--- src/rtl/ioc_spi_pkg.sv ---
// Shared constants, command field positions and FSM encoding for the IOC SPI initiator.
package ioc_spi_pkg;

    localparam int unsigned CMD_RW_BIT  = 7;
    localparam int unsigned CMD_MOD_MSB = 6;
    localparam int unsigned CMD_MOD_LSB = 5;
    localparam int unsigned CMD_IOC_MSB = 4;

    localparam int unsigned IOC_W  = 5;
    localparam int unsigned MOD_W  = 2;
    localparam int unsigned BYTE_W = 8;
    localparam int unsigned CNT_W  = 5;

    localparam logic [CNT_W-1:0] CMD_BITS   = CNT_W'(8);
    localparam logic [CNT_W-1:0] TOTAL_BITS = CNT_W'(16);

    typedef enum logic [2:0] {
        ST_IDLE,
        ST_CMD,
        ST_FETCH,
        ST_WAIT_RD,
        ST_DATA,
        ST_LOAD,
        ST_DONE
    } state_t;

endpackage

--- src/rtl/ioc_spi_initiator_sync.sv ---
// Multi-stage synchroniser with single-cycle rise/fall pulses from the synchronised level.
module spi_sync_edge #(
    parameter int unsigned SYNC_STAGES = 2,
    parameter logic        RESET_VAL   = 1'b0
) (
    input  logic i_sys_clk,
    input  logic i_rst,
    input  logic i_async,
    output logic o_level,
    output logic o_rise_c,
    output logic o_fall_c
);

    logic [SYNC_STAGES-1:0] r_sync;
    logic                   r_prev;

    always_ff @(posedge i_sys_clk or posedge i_rst) begin
        if (i_rst) begin
            r_sync <= {SYNC_STAGES{RESET_VAL}};
            r_prev <= RESET_VAL;
        end else begin
            r_sync <= {r_sync[SYNC_STAGES-2:0], i_async};
            r_prev <= r_sync[SYNC_STAGES-1];
        end
    end

    // Pulses are decoded from two flops so the FSM reacts one cycle earlier.
    assign o_level  = r_sync[SYNC_STAGES-1];
    assign o_rise_c = r_sync[SYNC_STAGES-1] & ~r_prev;
    assign o_fall_c = ~r_sync[SYNC_STAGES-1] & r_prev;

endmodule

--- src/rtl/ioc_spi_initiator.sv ---
// SPI-slave front end that turns 2-byte host transactions into IOC fetch/load strobes.
module ioc_spi_initiator
    import ioc_spi_pkg::*;
#(
    parameter int unsigned NUM_MODULES = 4,
    parameter int unsigned SYNC_STAGES = 2
) (
    input  logic                        i_sys_clk,
    input  logic                        i_rst,
    input  logic                        i_spi_sck,
    input  logic                        i_spi_mosi,
    input  logic                        i_spi_cs_b,
    output logic                        o_spi_miso,
    output logic [IOC_W-1:0]            o_ioc,
    output logic [BYTE_W-1:0]           o_data_out,
    output logic [NUM_MODULES-1:0]      o_cs_vec,
    output logic                        o_fetch_cmd,
    output logic                        o_load_cmd,
    input  logic [NUM_MODULES*8-1:0]    i_data_in
);

    logic w_sck_rise;
    logic w_sck_fall;
    logic w_sck_level;
    logic w_cs_b;
    logic w_cs_rise;
    logic w_cs_fall;
    logic w_mosi;
    logic w_mosi_rise;
    logic w_mosi_fall;
    logic w_unused_edges;

    spi_sync_edge #(.SYNC_STAGES(SYNC_STAGES), .RESET_VAL(1'b0)) u_sync_sck (
        .i_sys_clk (i_sys_clk),
        .i_rst     (i_rst),
        .i_async   (i_spi_sck),
        .o_level   (w_sck_level),
        .o_rise_c  (w_sck_rise),
        .o_fall_c  (w_sck_fall)
    );

    spi_sync_edge #(.SYNC_STAGES(SYNC_STAGES), .RESET_VAL(1'b1)) u_sync_cs (
        .i_sys_clk (i_sys_clk),
        .i_rst     (i_rst),
        .i_async   (i_spi_cs_b),
        .o_level   (w_cs_b),
        .o_rise_c  (w_cs_rise),
        .o_fall_c  (w_cs_fall)
    );

    spi_sync_edge #(.SYNC_STAGES(SYNC_STAGES), .RESET_VAL(1'b0)) u_sync_mosi (
        .i_sys_clk (i_sys_clk),
        .i_rst     (i_rst),
        .i_async   (i_spi_mosi),
        .o_level   (w_mosi),
        .o_rise_c  (w_mosi_rise),
        .o_fall_c  (w_mosi_fall)
    );

    assign w_unused_edges = w_sck_level ^ w_cs_rise ^ w_cs_fall ^ w_mosi_rise ^ w_mosi_fall;

    state_t                 r_state;
    logic [CNT_W-1:0]       r_bit_cnt;
    logic [BYTE_W-2:0]      r_shift;
    logic [BYTE_W-2:0]      r_tx;
    logic [MOD_W-1:0]       r_mod;
    logic                   r_is_write;
    logic                   r_spi_miso;
    logic [IOC_W-1:0]       r_ioc;
    logic [BYTE_W-1:0]      r_data_out;
    logic [NUM_MODULES-1:0] r_cs_vec;
    logic                   r_fetch_cmd;
    logic                   r_load_cmd;

    logic [BYTE_W-1:0]      w_shift_next;
    logic [BYTE_W-1:0]      w_sel_byte;

    assign w_shift_next = {r_shift, w_mosi};
    assign w_sel_byte   = i_data_in[{r_mod, 3'b000} +: BYTE_W];

    always_ff @(posedge i_sys_clk or posedge i_rst) begin
        if (i_rst) begin
            r_state     <= ST_IDLE;
            r_bit_cnt   <= '0;
            r_shift     <= '0;
            r_tx        <= '0;
            r_mod       <= '0;
            r_is_write  <= 1'b0;
            r_spi_miso  <= 1'b0;
            r_ioc       <= '0;
            r_data_out  <= '0;
            r_cs_vec    <= '0;
            r_fetch_cmd <= 1'b0;
            r_load_cmd  <= 1'b0;
        end else begin
            r_fetch_cmd <= 1'b0;
            r_load_cmd  <= 1'b0;
            // CS_b high ends the transaction from any active state, including a normal DONE exit.
            if (r_state != ST_IDLE && w_cs_b) begin
                r_state    <= ST_IDLE;
                r_cs_vec   <= '0;
                r_spi_miso <= 1'b0;
            end else begin
                case (r_state)
                    ST_IDLE: begin
                        if (!w_cs_b) begin
                            r_state   <= ST_CMD;
                            r_bit_cnt <= '0;
                        end
                    end
                    ST_CMD: begin
                        if (w_sck_rise) begin
                            r_shift   <= w_shift_next[BYTE_W-2:0];
                            r_bit_cnt <= r_bit_cnt + CNT_W'(1);
                            if (r_bit_cnt == CMD_BITS - CNT_W'(1)) begin
                                r_ioc      <= w_shift_next[CMD_IOC_MSB:0];
                                r_mod      <= w_shift_next[CMD_MOD_MSB:CMD_MOD_LSB];
                                r_cs_vec   <= NUM_MODULES'(1'b1) << w_shift_next[CMD_MOD_MSB:CMD_MOD_LSB];
                                r_is_write <= w_shift_next[CMD_RW_BIT];
                                if (w_shift_next[CMD_RW_BIT]) begin
                                    r_state <= ST_DATA;
                                end else begin
                                    r_state     <= ST_FETCH;
                                    r_fetch_cmd <= 1'b1;
                                end
                            end
                        end
                    end
                    ST_FETCH: begin
                        r_state <= ST_WAIT_RD;
                    end
                    ST_WAIT_RD: begin
                        r_tx       <= w_sel_byte[BYTE_W-2:0];
                        r_spi_miso <= w_sel_byte[BYTE_W-1];
                        r_state    <= ST_DATA;
                    end
                    ST_DATA: begin
                        if (r_is_write) begin
                            if (w_sck_rise) begin
                                r_shift   <= w_shift_next[BYTE_W-2:0];
                                r_bit_cnt <= r_bit_cnt + CNT_W'(1);
                                if (r_bit_cnt == TOTAL_BITS - CNT_W'(1)) begin
                                    r_data_out <= w_shift_next;
                                    r_load_cmd <= 1'b1;
                                    r_state    <= ST_LOAD;
                                end
                            end
                        end else begin
                            // The fall between rise 8 and rise 9 must not shift: MSB is already on the line.
                            if (w_sck_fall && r_bit_cnt != CMD_BITS) begin
                                r_spi_miso <= r_tx[BYTE_W-2];
                                r_tx       <= {r_tx[BYTE_W-3:0], 1'b0};
                            end
                            if (w_sck_rise) begin
                                r_bit_cnt <= r_bit_cnt + CNT_W'(1);
                                if (r_bit_cnt == TOTAL_BITS - CNT_W'(1)) begin
                                    r_spi_miso <= 1'b0;
                                    r_state    <= ST_DONE;
                                end
                            end
                        end
                    end
                    ST_LOAD: begin
                        r_state <= ST_DONE;
                    end
                    ST_DONE: begin
                        r_state <= ST_DONE;
                    end
                    default: begin
                        r_state <= ST_IDLE;
                    end
                endcase
            end
        end
    end

    assign o_spi_miso  = r_spi_miso;
    assign o_ioc       = r_ioc;
    assign o_data_out  = r_data_out;
    assign o_cs_vec    = r_cs_vec;
    assign o_fetch_cmd = r_fetch_cmd;
    assign o_load_cmd  = r_load_cmd;

endmodule

--- config.mk ---
export PLATFORM = sky130hd
export DESIGN_NAME = ioc_spi_initiator
export DESIGN_NICKNAME = d
export VERILOG_FILES = /design/src/rtl/ioc_spi_pkg.sv /design/src/rtl/ioc_spi_initiator_sync.sv /design/src/rtl/ioc_spi_initiator.sv
export SDC_FILE = /design/constraint.sdc
export NUM_CORES = 1
export LEC_CHECK = 0
export CAP_MARGIN = 40
export CORE_ASPECT_RATIO = 0.75
export CORE_UTILIZATION = 50
export CTS_CLUSTER_DIAMETER = 80
export DETAILED_ROUTE_END_ITERATION = 16
export PLACE_DENSITY_LB_ADDON = 0.1
export SLEW_MARGIN = 10
export SYNTH_ARGS = -nofsm -noshare
export SYNTH_HDL_FRONTEND = slang
export SYNTH_SLANG_ARGS = --single-unit
--- constraint.sdc ---
create_clock -name i_sys_clk -period 2.7 [get_ports i_sys_clk]
set_clock_uncertainty 0.1 [all_clocks]
set_input_delay 0.405 -clock i_sys_clk [delete_from_list [all_inputs] [get_ports i_sys_clk]]
set_output_delay 0.405 -clock i_sys_clk [all_outputs]
set_load 0.1 [all_outputs]
==> run metrics <==
initial antenna violation count 0; EDFF count, synth 0; synth top area cells dfrtp_1 (48%), mux2_2 (12%), mux4_2 (6.9%); Initial DRT Pass Iterations 4; port buffer count 56; largest net degree at the start of global routing 28; adder-cell share of the synthesized area 2.198%; status finished, final reports clean; slew at the pin closest to its max-slew limit 0.6737 ns; fin crit period 2.179 ns; top cell type's share of synthesized area 47.78%; Hold Vio Cnt, Final 0; Pwr Total 1.584 mW; Die H 64.68 um; DP HPWL 3770 um; H-tree level count 2; Placer Congestion 0.7863; Hold/Removal Path Class flip-flop to flip-flop; number of synthesis warnings 0; CTS tree done; CTS root buf clkbuf_8; fillers 385; Core ar. 0.004955 sq mm; Synth Area in Simple Gates 11.66%; multiplexer share of the synthesized area 23.46%; Arr. time, crit path 2.29 ns; DR vias/cell 5.586; die span in x 85.57 um; Synth Area in Compound Gates 8.791%; cell area after synthesis 0.002619 sq mm; GRT Overall Usage 20.24%; Final #Nets 298; cell with the most instances after synthesis dfrtp_1; first-pass GRT wire length 8597 um; setup TNS 0 ns; drt total wl 5104 um; type of origin of the critical path flip-flop; Syn Inst Count 202; post-synthesis sequential area ratio 49.78%; Fmax 458.9 MHz; Critical Path Sink Type flip-flop; post-CTS setup buffers 0; max-slew violations 0; final worst hold slack 0.2583 ns; pwr/cell area 481.8 mW/mm^2; Starting Density 52.85%; Post-DRT Antenna Nets 0; drt drc 0; Crit Path Category flip-flop to flip-flop; leakage 1.478 nW; cell taking the most area after synthesis dfrtp_1; Req. time, crit path 2.81 ns; Clock transition at path regs 0.10 ns; Crit Path Max Fanout 19; num rows 22; setup violators final 0; ant diodes 0; async set or reset register ratio after synthesis 100.0%; share of cells above drive strength 1 33.98%; post-CTS sizing 0; synthesis-to-layout area growth 25.56%; most frequent cells after synthesis dfrtp_1 (50), mux2_2 (27), o21ai_0 (12); syn_area_per_cell 12.96 sq um; Slew headroom 55.08%; xor and xnor area share after synthesis 0.3344%; Clock Latency Late Sink 0.31 ns; DRT iter0 DRCs 87; CTS Buffer Depth 2; combinational family with the most area after synthesis multiplexers; total CTS buffers 5; period utilization 80.71%; max_cap viols 0; register bit total from synthesis 52; grt ovf 0; Synth cell types 54; ys flop type dfrtp_1; vias in the first global route 1750; Worst VDD drop 0.0003040 V; CTS sink count 52; wire per inst 16.00 um; Die Area 0.005534 sq mm; Syn Nets 242; RSZ-0062 raised after global routing no; I/O Pins 57; CTS Hold Buffers Added 0; DR vias 1782
-- placed cells by master (no fill, tap or decap), types with 2 or more instances in the layout --
master and n:
mux2i_1 4, clkbuf_8 5, nand2_1 7, and3_1 2
mux2_2 27, clkdlybuf4s50_1 36, nand3_1 4, dfstp_2 2
mux2_4 6, ha_1 3, buf_4 24, nor2_1 4
dfrtp_1 50, a22oi_1 2, nand2b_1 3, o31ai_1 3
inv_1 10, a211oi_1 2, mux4_2 8, o21ai_0 12
maj3_1 2, a21oi_1 2, nand4_1 2, or2_2 2
nor3_1 5, nand3b_1 2
-- logic make-up (layout without fill, tap and decap cells) --
logic type      count (synthesis)  after routing
compound gates                 32             32
xor+xnor                        1              1
fa+ha+maj                       5              5
buf+inv                        22             79
flops                          52             52
mux                            45             45
simple gates                   45             45
-- through the flow --
stage	util (%)	setup slack (ns)	instance area, sq um	std cells
2_1_floorplan	-	0.7374	2619	202
3_3_place_gp	64.12	0.5809	3177	311
3_5_place_dp	64.12	0.5398	3177	311
4_1_cts	66.36	0.5206	3288	319
5_1_grt	66.36	0.4104	3288	319
6_report	66.36	0.5209	3288	319
-- worst paths after layout --
kind	startpoint	cells past startpoint	endpoint	slack, ns
setup / recovery	r_state[2]	4	r_tx[1]	0.52
min in group asynchronous	i_rst	2	o_data_out[3]	0.35
setup reg to reg	r_state[2]	4	r_tx[1]	0.52
max in group asynchronous	i_rst	3	u_sync_cs.r_sync[1]	1.49
hold / removal	u_sync_mosi.r_sync[0]	0	u_sync_mosi.r_sync[1]	0.26
hold reg to reg	u_sync_mosi.r_sync[0]	0	u_sync_mosi.r_sync[1]	0.26
-- critical path, stage by stage (launching register included) --
cell and delay, ns:
dfrtp_1 0.74, or4b_4 0.55, a21oi_4 0.21, o21ai_4 0.14
mux2_4 0.33
-- cell type report --
class | count | area [sq um] | share of cell area, %
multi-input combinational | 128 | 1216 | 36.99
tap | 60 | 75.07 | 2.283
clock inverter | 2 | 38.79 | 1.180
timing repair buffer | 60 | 540.5 | 16.44
clock buffer | 6 | 72.57 | 2.207
sequential | 52 | 1304 | 39.65
inverter | 11 | 41.29 | 1.256
-- power by group --
group / internal [mW] / total [mW] / switching (mW)
logic: 0.105 / 0.166 / 0.0605
clock network: 0.280 / 0.546 / 0.265
registers: 0.820 / 0.873 / 0.0527
total: 1.21 / 1.58 / 0.379
-- routing by layer --
metal | track usage [%] | share of wire, %
met5 | 0 | 0
met4 | 5.625 | 1.1
met1 | 28.99 | 50
met3 | 4.968 | 3.2
met2 | 30.90 | 46
-- sequential cells by signal, indices dropped and copies added, names as in the netlist, 3 cells and up --
register    cells
o_data_out      8
r_shift         7
r_tx            7
o_ioc           5
r_bit_cnt       5
o_cs_vec        4
r_state         3
Note: power is estimated with default switching activity, not from simulation.
